File: src/rtl/pipe_stage_elastic.sv
// -----------------------------------------------------------------------------
// pipe_stage_elastic
//   Generic pipeline stage register with a valid/ready handshake. It has an
//   optional 2-entry skid buffer, a synchronous flush and bubble insertion.
//   The payload is split into three fields:
//     - CTRL: forced to zero whenever the output is not valid (a NOP).
//   - DATA and SIDE: held as they are and never cleared.
//   A stage holds its entry through back-pressure, so it needs no global clock
//   enable.
//
// Ports
//   i_clk, i_rst_n          clock (rising edge), asynchronous active-low reset
//   i_flush                 synchronous flush; squashes every held entry
//   i_valid / o_ready       upstream handshake
//   i_ctrl, i_data, i_side  upstream payload (word k of i_data at [k*W +: W])
//   o_valid / i_ready       downstream handshake
//   o_ctrl, o_data, o_side  head-entry payload (o_ctrl = 0 when !o_valid)
//   o_occ                   entries held: 0 = empty, 1 = full, 2 = skid
// -----------------------------------------------------------------------------
module pipe_stage_elastic #(
    parameter int unsigned XLEN    = 2,   // width code: word = 1 << (XLEN + 4) bits
    parameter int unsigned N_WORDS = 6,
    parameter int unsigned SIDE_W  = 32,
    parameter int unsigned CTRL_W  = 16,
    parameter bit          SKID_EN = 1'b1
) (
    input  logic                                i_clk,
    input  logic                                i_rst_n,
    input  logic                                i_flush,
    input  logic                                i_valid,
    output logic                                o_ready,
    input  logic [CTRL_W-1:0]                   i_ctrl,
    input  logic [N_WORDS*(1<<(XLEN+4))-1:0]    i_data,
    input  logic [SIDE_W-1:0]                   i_side,
    output logic                                o_valid,
    input  logic                                i_ready,
    output logic [CTRL_W-1:0]                   o_ctrl,
    output logic [N_WORDS*(1<<(XLEN+4))-1:0]    o_data,
    output logic [SIDE_W-1:0]                   o_side,
    output logic [1:0]                          o_occ
);

    localparam int unsigned DATA_W = N_WORDS * (1 << (XLEN + 4));

    // The encoding doubles as the occupancy count.
    typedef enum logic [1:0] {
        StEmpty = 2'd0,
        StFull  = 2'd1,
        StSkid  = 2'd2
    } state_e;

    state_e              r_state;
    logic                r_live;       // low in reset and high from the first edge after release
    logic [CTRL_W-1:0]   r_main_ctrl;
    logic [DATA_W-1:0]   r_main_data;
    logic [SIDE_W-1:0]   r_main_side;
    logic [CTRL_W-1:0]   r_skid_ctrl;
    logic [DATA_W-1:0]   r_skid_data;
    logic [SIDE_W-1:0]   r_skid_side;

    logic                w_in;
    logic                w_out;

    assign o_valid = (r_state != StEmpty);
    assign o_ctrl  = o_valid ? r_main_ctrl : '0;
    assign o_data  = r_main_data;
    assign o_side  = r_main_side;
    assign o_occ   = r_state;

    // With no skid, an upstream entry can only be taken when the held one leaves in the same cycle.
    // That gives a combinational path from i_ready to o_ready.
    always_comb begin
        o_ready = 1'b0;
        if (SKID_EN) begin
            o_ready = r_live & (r_state != StSkid);
        end else begin
            o_ready = r_live & (~o_valid | i_ready);
        end
    end

    assign w_in  = i_valid & o_ready;
    assign w_out = o_valid & i_ready;

    always_ff @(posedge i_clk or negedge i_rst_n) begin
        if (!i_rst_n) begin
            r_state     <= StEmpty;
            r_live      <= 1'b0;
            r_main_ctrl <= '0;
            r_main_data <= '0;
            r_main_side <= '0;
            r_skid_ctrl <= '0;
            r_skid_data <= '0;
            r_skid_side <= '0;
        end else begin
            r_live <= 1'b1;
            if (i_flush) begin
                // DATA/SIDE are deliberately left alone; o_ctrl is gated by o_valid.
                r_state <= StEmpty;
            end else begin
                case (r_state)
                    StEmpty: begin
                        if (w_in) begin
                            r_main_ctrl <= i_ctrl;
                            r_main_data <= i_data;
                            r_main_side <= i_side;
                            r_state     <= StFull;
                        end
                    end
                    StFull: begin
                        if (w_in) begin
                            if (w_out || !SKID_EN) begin
                                r_main_ctrl <= i_ctrl;
                                r_main_data <= i_data;
                                r_main_side <= i_side;
                            end else begin
                                r_skid_ctrl <= i_ctrl;
                                r_skid_data <= i_data;
                                r_skid_side <= i_side;
                                r_state     <= StSkid;
                            end
                        end else if (w_out) begin
                            r_state <= StEmpty;
                        end
                    end
                    StSkid: begin
                        if (w_out) begin
                            r_main_ctrl <= r_skid_ctrl;
                            r_main_data <= r_skid_data;
                            r_main_side <= r_skid_side;
                            r_state     <= StFull;
                        end
                    end
                    default: r_state <= StEmpty;
                endcase
            end
        end
    end

endmodule

File: config.mk
export PLATFORM = sky130hd
export DESIGN_NAME = pipe_stage_elastic
export DESIGN_NICKNAME = d
export VERILOG_FILES = /design/src/rtl/pipe_stage_elastic.sv
export SDC_FILE = /design/constraint.sdc
export NUM_CORES = 1
export LEC_CHECK = 0
export ABC_AREA = 1
export CORE_AREA = 2 2 339 341
export DETAILED_ROUTE_END_ITERATION = 10
export DIE_AREA = 0 0 341 343
export SYNTH_ARGS = -nofsm -noshare
export SYNTH_HDL_FRONTEND = slang
export SYNTH_SLANG_ARGS = --single-unit
File: constraint.sdc
create_clock -name i_clk -period 1.4 [get_ports i_clk]
set_input_delay 0.35 -clock i_clk [delete_from_list [all_inputs] [get_ports i_clk]]
set_output_delay 0.35 -clock i_clk [all_outputs]
set_load 0.005 [all_outputs]
* Word level (Yosys, flattened, before mapping)
Cells that the tools add are included.
** Storage, ports and cells
- Flip-flop bits (word level) :: 867
- Bits of input ports :: 437
- Memories :: 0
- Bits in latches :: 0
- RAM bits :: 0
- Bits in read-only memories :: 0
- Output and inout bits :: 436
- Logic and storage cells :: 53
** Operators by class
- Equal/unequal tests :: 11
- Multipliers :: 0
- Reductions and logical operators :: 6
- $add $sub $neg :: 0
- Shift-type cells :: 0
- Muxes and demuxes :: 23
- Bitwise operators :: 5
- Div/mod/pow operators :: 0
- $lt $le $gt $ge :: 0
** Operators with widths (count)
- 384-bit 2-to-1 mux :: 4
- 384-bit case mux with 3 select lines :: 1
- 32-bit 2-to-1 mux :: 4
- 32-bit case mux with 3 select lines :: 1
- 16-bit 2-to-1 mux :: 5
- 16-bit case mux with 3 select lines :: 1
- 2-bit 2-to-1 mux :: 6
- 2-bit != test (second input constant) :: 5
- 4-bit != test (second input constant) :: 2
- 4-bit AND reduction :: 2
- 3-bit != test (second input constant) :: 2
- 2-bit case mux with 3 select lines :: 1
- 6-bit AND reduction :: 1
- 1-bit AND :: 3
- 3-bit nonzero test :: 1
- 2-bit by 1-bit equality test with 1-bit output (second input constant) :: 1
- 2-bit equality test (second input constant) :: 1
- 2-bit logical NOT :: 1
- 1-bit NOT :: 2
- 2-bit nonzero test :: 1

* Depth between registers and ports, before layout
- Depth in word-level cells :: 6
- Gate-level depth with buffers :: 9
- Depth with buffers taken out :: 7

* Worst setup path after synthesis
No wires, ideal clock.
- Path type :: register to register
- From :: register r_state[0] (netlist: o_occ[0])
- To :: register r_skid_data[0]
- Data arrival time :: 1.340 ns
- Clock period less this slack :: 1.457 ns
- Cell stages (with the launch flop) :: 8
- Slack :: -0.057 ns
- Required time :: 1.283 ns
- Path buffers :: 3
- Setup time :: 0.117 ns
- Path through :: dfrtp_1 > nor2_2 > o21ai_1 > buf_4 > buf_6 > buf_6 > nand2_1 > o21ai_2
** On the way
- Word-level cells in the longest chain between the ends :: 4
- Elaborated cells between the ends (all ways) :: 8
- Classes of those cells :: eq/ne (2); bitwise (4); reduce/logical (2)
** Ends and longest elaborated chain
- from (decl) :: line 52 : state_e r_state;
- from (signal assigned) :: line 86 : r_state <= StEmpty;
- from (signal assigned) :: line 98 : r_state <= StEmpty;
- from (signal assigned) :: line 106 : r_state <= StFull;
- 2-bit != test or 2-bit nonzero test (tied branches) :: line 75, 64
- 1-bit AND, on equally long branches :: line 75, 82
- 1-bit AND or 1-bit NOT (tied branches)
- 4-bit AND reduction (no line) *
- to (signal assigned) :: line 117 : r_skid_data <= i_data;
- to (decl) :: line 58 : logic [DATA_W-1:0] r_skid_data;
Mark *: on every way between the ends. The rest lies on a longest branch, timed or not.
A chain may end at the register's enable or synchronous reset.

* Worst setup path after layout
- From :: register r_state[1] (netlist: o_occ[1])
- To :: register r_main_data[261] (netlist: o_data[261])
** On the way
- Word-level cells in the longest chain between the ends :: 5
- Elaborated cells between the ends (all ways) :: 15
- Classes of those cells :: eq/ne (7); mux (1); bitwise (3); reduce/logical (4)
** Ends and longest elaborated chain
- 2-bit != test :: line 75 : o_ready = r_live & (r_state != StSkid);
- 1-bit AND :: line 75
- 1-bit AND :: line 81 : assign w_in = i_valid & o_ready;
- 2-bit != test (no line)
- 6-bit AND reduction (no line)
- to (signal assigned) :: line 104 : r_main_data <= i_data;
- to (signal assigned) :: line 113 : r_main_data <= i_data;
- to (signal assigned) :: line 128 : r_main_data <= r_skid_data;
- to (decl) :: line 55 : logic [DATA_W-1:0] r_main_data;
Parallel ways exist; a longest one is shown, timed or not.

==> summary.md <==
| Metric | Value |
|---|---|
| Max Fclk | 0.467 GHz |
| GPL Wtd Cong | 0.826 |
| Full die area | 117,000 um^2 |
| Area delta synth->final | 44.4% |
| VDD IR max | 1.07 mV |
| Power density cells | 1570 nW/um^2 |
| Synth Net Count | 4,680 |
| Drc violations | 0 |
| Initial Util | approximately 34% |
| Routed via count | 32,551 |
| Worst Setup Slack, final | -741 ps |
| Vias in the first global route | 32,015 |
| # fillers | 10,612 |
| CP arrival | 2680 ps |
| Final hold vios | 0 |
| # placed instances | between 6,000 and 7,000 |
| Longest Clk Path Bufs | 3 |
| CP Cell Sequence | buf_12, buf_6, inv_4, nand2_4, buf_6, a21oi_2, buf_4, nand2_8, buf_12, buf_16, buf_12, buf_8, nand2_1, o21ai_1 |
| WL per Instance | 18.1 um |
| WS Path Type | reg -> reg |
| Layout Cells excl Fill | 6,994 |
| Synth top area cells | dfrtp_1 56%, nand2_1 13%, o21ai_2 9.6%, o21ai_0 7.7%, inv_1 4.4% |
| Depth of the CTS H-tree | 3 |
| Worst Setup Start Kind | flip-flop |
| Period utilization | 153% |
| Yosys top cell area share | 56.3% |
| Reg-to-reg slack, setup | -740 ps |
| Drt via density | 4.65 |
| Crit path from | o_occ[1] |
| Crit path top cell by count | buf_12 |
| Total core area | 113,000 um^2 |
| Outcome | finished, violations left |
| Most frequent cells in the layout | 1,196 x nand2_1, 863 x dfrtp_1, 517 x o21ai_0 |
| Clock Sinks | about 870 |
| Fin area | 55,700 um^2 |
| FF-to-FF Start | o_occ[1] |
| Pins Over Slew Limit | 0 |
| Post-synthesis sequential area ratio | 56.3% |
| DIE WIDTH | 341 um |
| Total CTS buffers | 97 |
| Yosys warns | 0 |
| Synth Cell Area | just under 40,000 um^2 |
| Total power | 87.4 mW |
| Initial antenna violation count | 4 |
| Setup crit end | o_data[261] |
| WP buf/inv | 9 |
| Post-route minimum period | 2140 ps |
| Req. time, crit path | 1940 ps |
| Layout cell share with drive strength beyond 1 | 30.9% |
| # rows | 124 |
| Total negative slack | -594,430 ps |
| Library cells used by synthesis | 18 |
| Worst-Skew Late Latency | 670 ps |
| Slowest stage cell, crit path | dfrtp_2 |
| Iter 0 DRT Violations | 1,943 |
| R2R Path End | o_data[261] |
| Nets | about 5,800 |
| First-pass GRT wire length | between 150,000 and 200,000 um |
| Largest net degree at the start of global routing | 88 |
| Top Ports | 873 |
| CTS root buffer | clkbuf_16 |
| RSZ-0062 raised after global routing | yes |
| Final Setup Violations | roughly 1,300 |
| Failing checks | negative setup slack |
| GR Util All Layers | a little over 20% |
| Cell family with most CP delay | buffers and inverters |
| Number of detailed-route iterations in the first pass | 5 |
| Remaining Overflow, GRT | 0 |
| Maximum fanout along the worst path | 7 |
| Most common cell after layout, fill and taps aside | nand2_1 |
| Static leakage | 28.8 nW |
| Port buffer count | 872 |
| Worst setup EP type | flip-flop |
| R2R depth | 14 |
| CTS tree | built |
| Mean Syn Cell Area | 9.09 um^2 |
| Post-DRT Antenna Nets | 0 |
| Hold Slack | roughly 160 ps |
| Post-DP HPWL | 84,000 um |
| Final Skew | 32.3 ps |
| Worst-path clk slew | 60 ps |
| Synth area leader | dfrtp_1 |
| Hold crit path type | in -> async |
| Synthesized instance count | 4,243 |
| Crit-path max cell delay | 440 ps |
| Die Y | 343 um |
| WL final | approximately 130,000 um |
| Levels on crit path | 14 |
| #FFs+latches synth | between 800 and 900 |
| Max Cap Violations | 0 |
| Dpl cell area | 50,000 um^2 |
## cells by family (layout without fill, tap and decap cells)
kind of cell	Yosys count	count (layout)	share of synthesized area, %
and+or+nand+nor	1334	1334	13.0
AOI/OAI and AO/OA	1299	1299	21.0
buffers and inverters	742	1980	9.75
other	1	2	0.00972
DFF	867	867	56.3
## final cells by class
cell class	count	area, um^2	area share (%)
Clock inverter	42	553	0.993
Timing Repair Buffer	1349	13000	23.4
Inverter	454	1710	3.07
Clock buffer	135	2790	5.01
Antenna cell	1	2.50	0.00449
Sequential cell	867	21700	39.0
Multi-Input combinational cell	2634	14000	25.2
Tap cell	1512	1890	3.40
## routing by layer
| layer | up-vias | part of all wire [%] | track usage, % |
|---|---|---|---|
| li1 | 15936 | - | - |
| met1 | 15469 | 41 | 25.7 |
| met2 | 915 | 49 | 34.8 |
| met3 | 223 | 5.6 | 3.91 |
| met4 | 8 | 3.8 | 8.31 |
| met5 | - | 0.045 | 0 |
## power by group
part	leakage, nW	switching, mW	internal [mW]
logic	16.2	10.7	11.7
registers	10.9	5.24	33.1
clock network	1.65	10.8	15.8
total	28.8	26.8	60.6
## worst min-delay path by stage
stage             from  slack (ps)                to  depth (start not counted)
3_3_place_gp   i_rst_n         220       o_data[285]                          1
3_5_place_dp   i_rst_n         210  r_skid_data[291]                          1
4_1_cts        i_rst_n         100       o_data[285]                          2
6_report       i_rst_n         160       o_data[352]                          2
2_1_floorplan  i_rst_n          50         o_data[0]                          0
5_1_grt        i_rst_n         120       o_data[280]                          2
## Yosys cell counts
library cell and number:
buf_2 174, nor2_1 21, a21oi_1 1, clkbuf_2 1
o21ai_0 594, nand2_1 1308, inv_1 452, o21ai_1 281
nand3_1 3, nor2_2 1, buf_6 95, dfrtp_1 867
nand2_2 1, inv_2 2, clkbuf_1 7, o21ai_2 423
conb_1 1, buf_4 11
## what timing repair did
action                                  in CTS  in global routing
hold buffers                                 1                  0
setup buffers                              133                 15
pin swaps                                   10                  6
endpoints found under the hold margin      274                  0
cloned                                      32                 37
resized for setup                         1951                309
endpoints found under the setup margin    1302               1302
## metrics by stage
step / setup slack [ps] / utilization (%)
floorplan: 5.97 / -
global placement: -732 / 44.1
detailed placement: -726 / 44.1
CTS: -796 / 47.5
global route: -821 / 49.1
finish: -741 / 49.1
## flip-flops by register name, indices dropped and copies added (netlist names)
name,cells
r_skid_side,32
o_side,32
o_data,384
o_occ,2
r_main_ctrl,16
r_live,1
r_skid_ctrl,16
r_skid_data,384
Note: power is estimated with default switching activity, not from simulation.
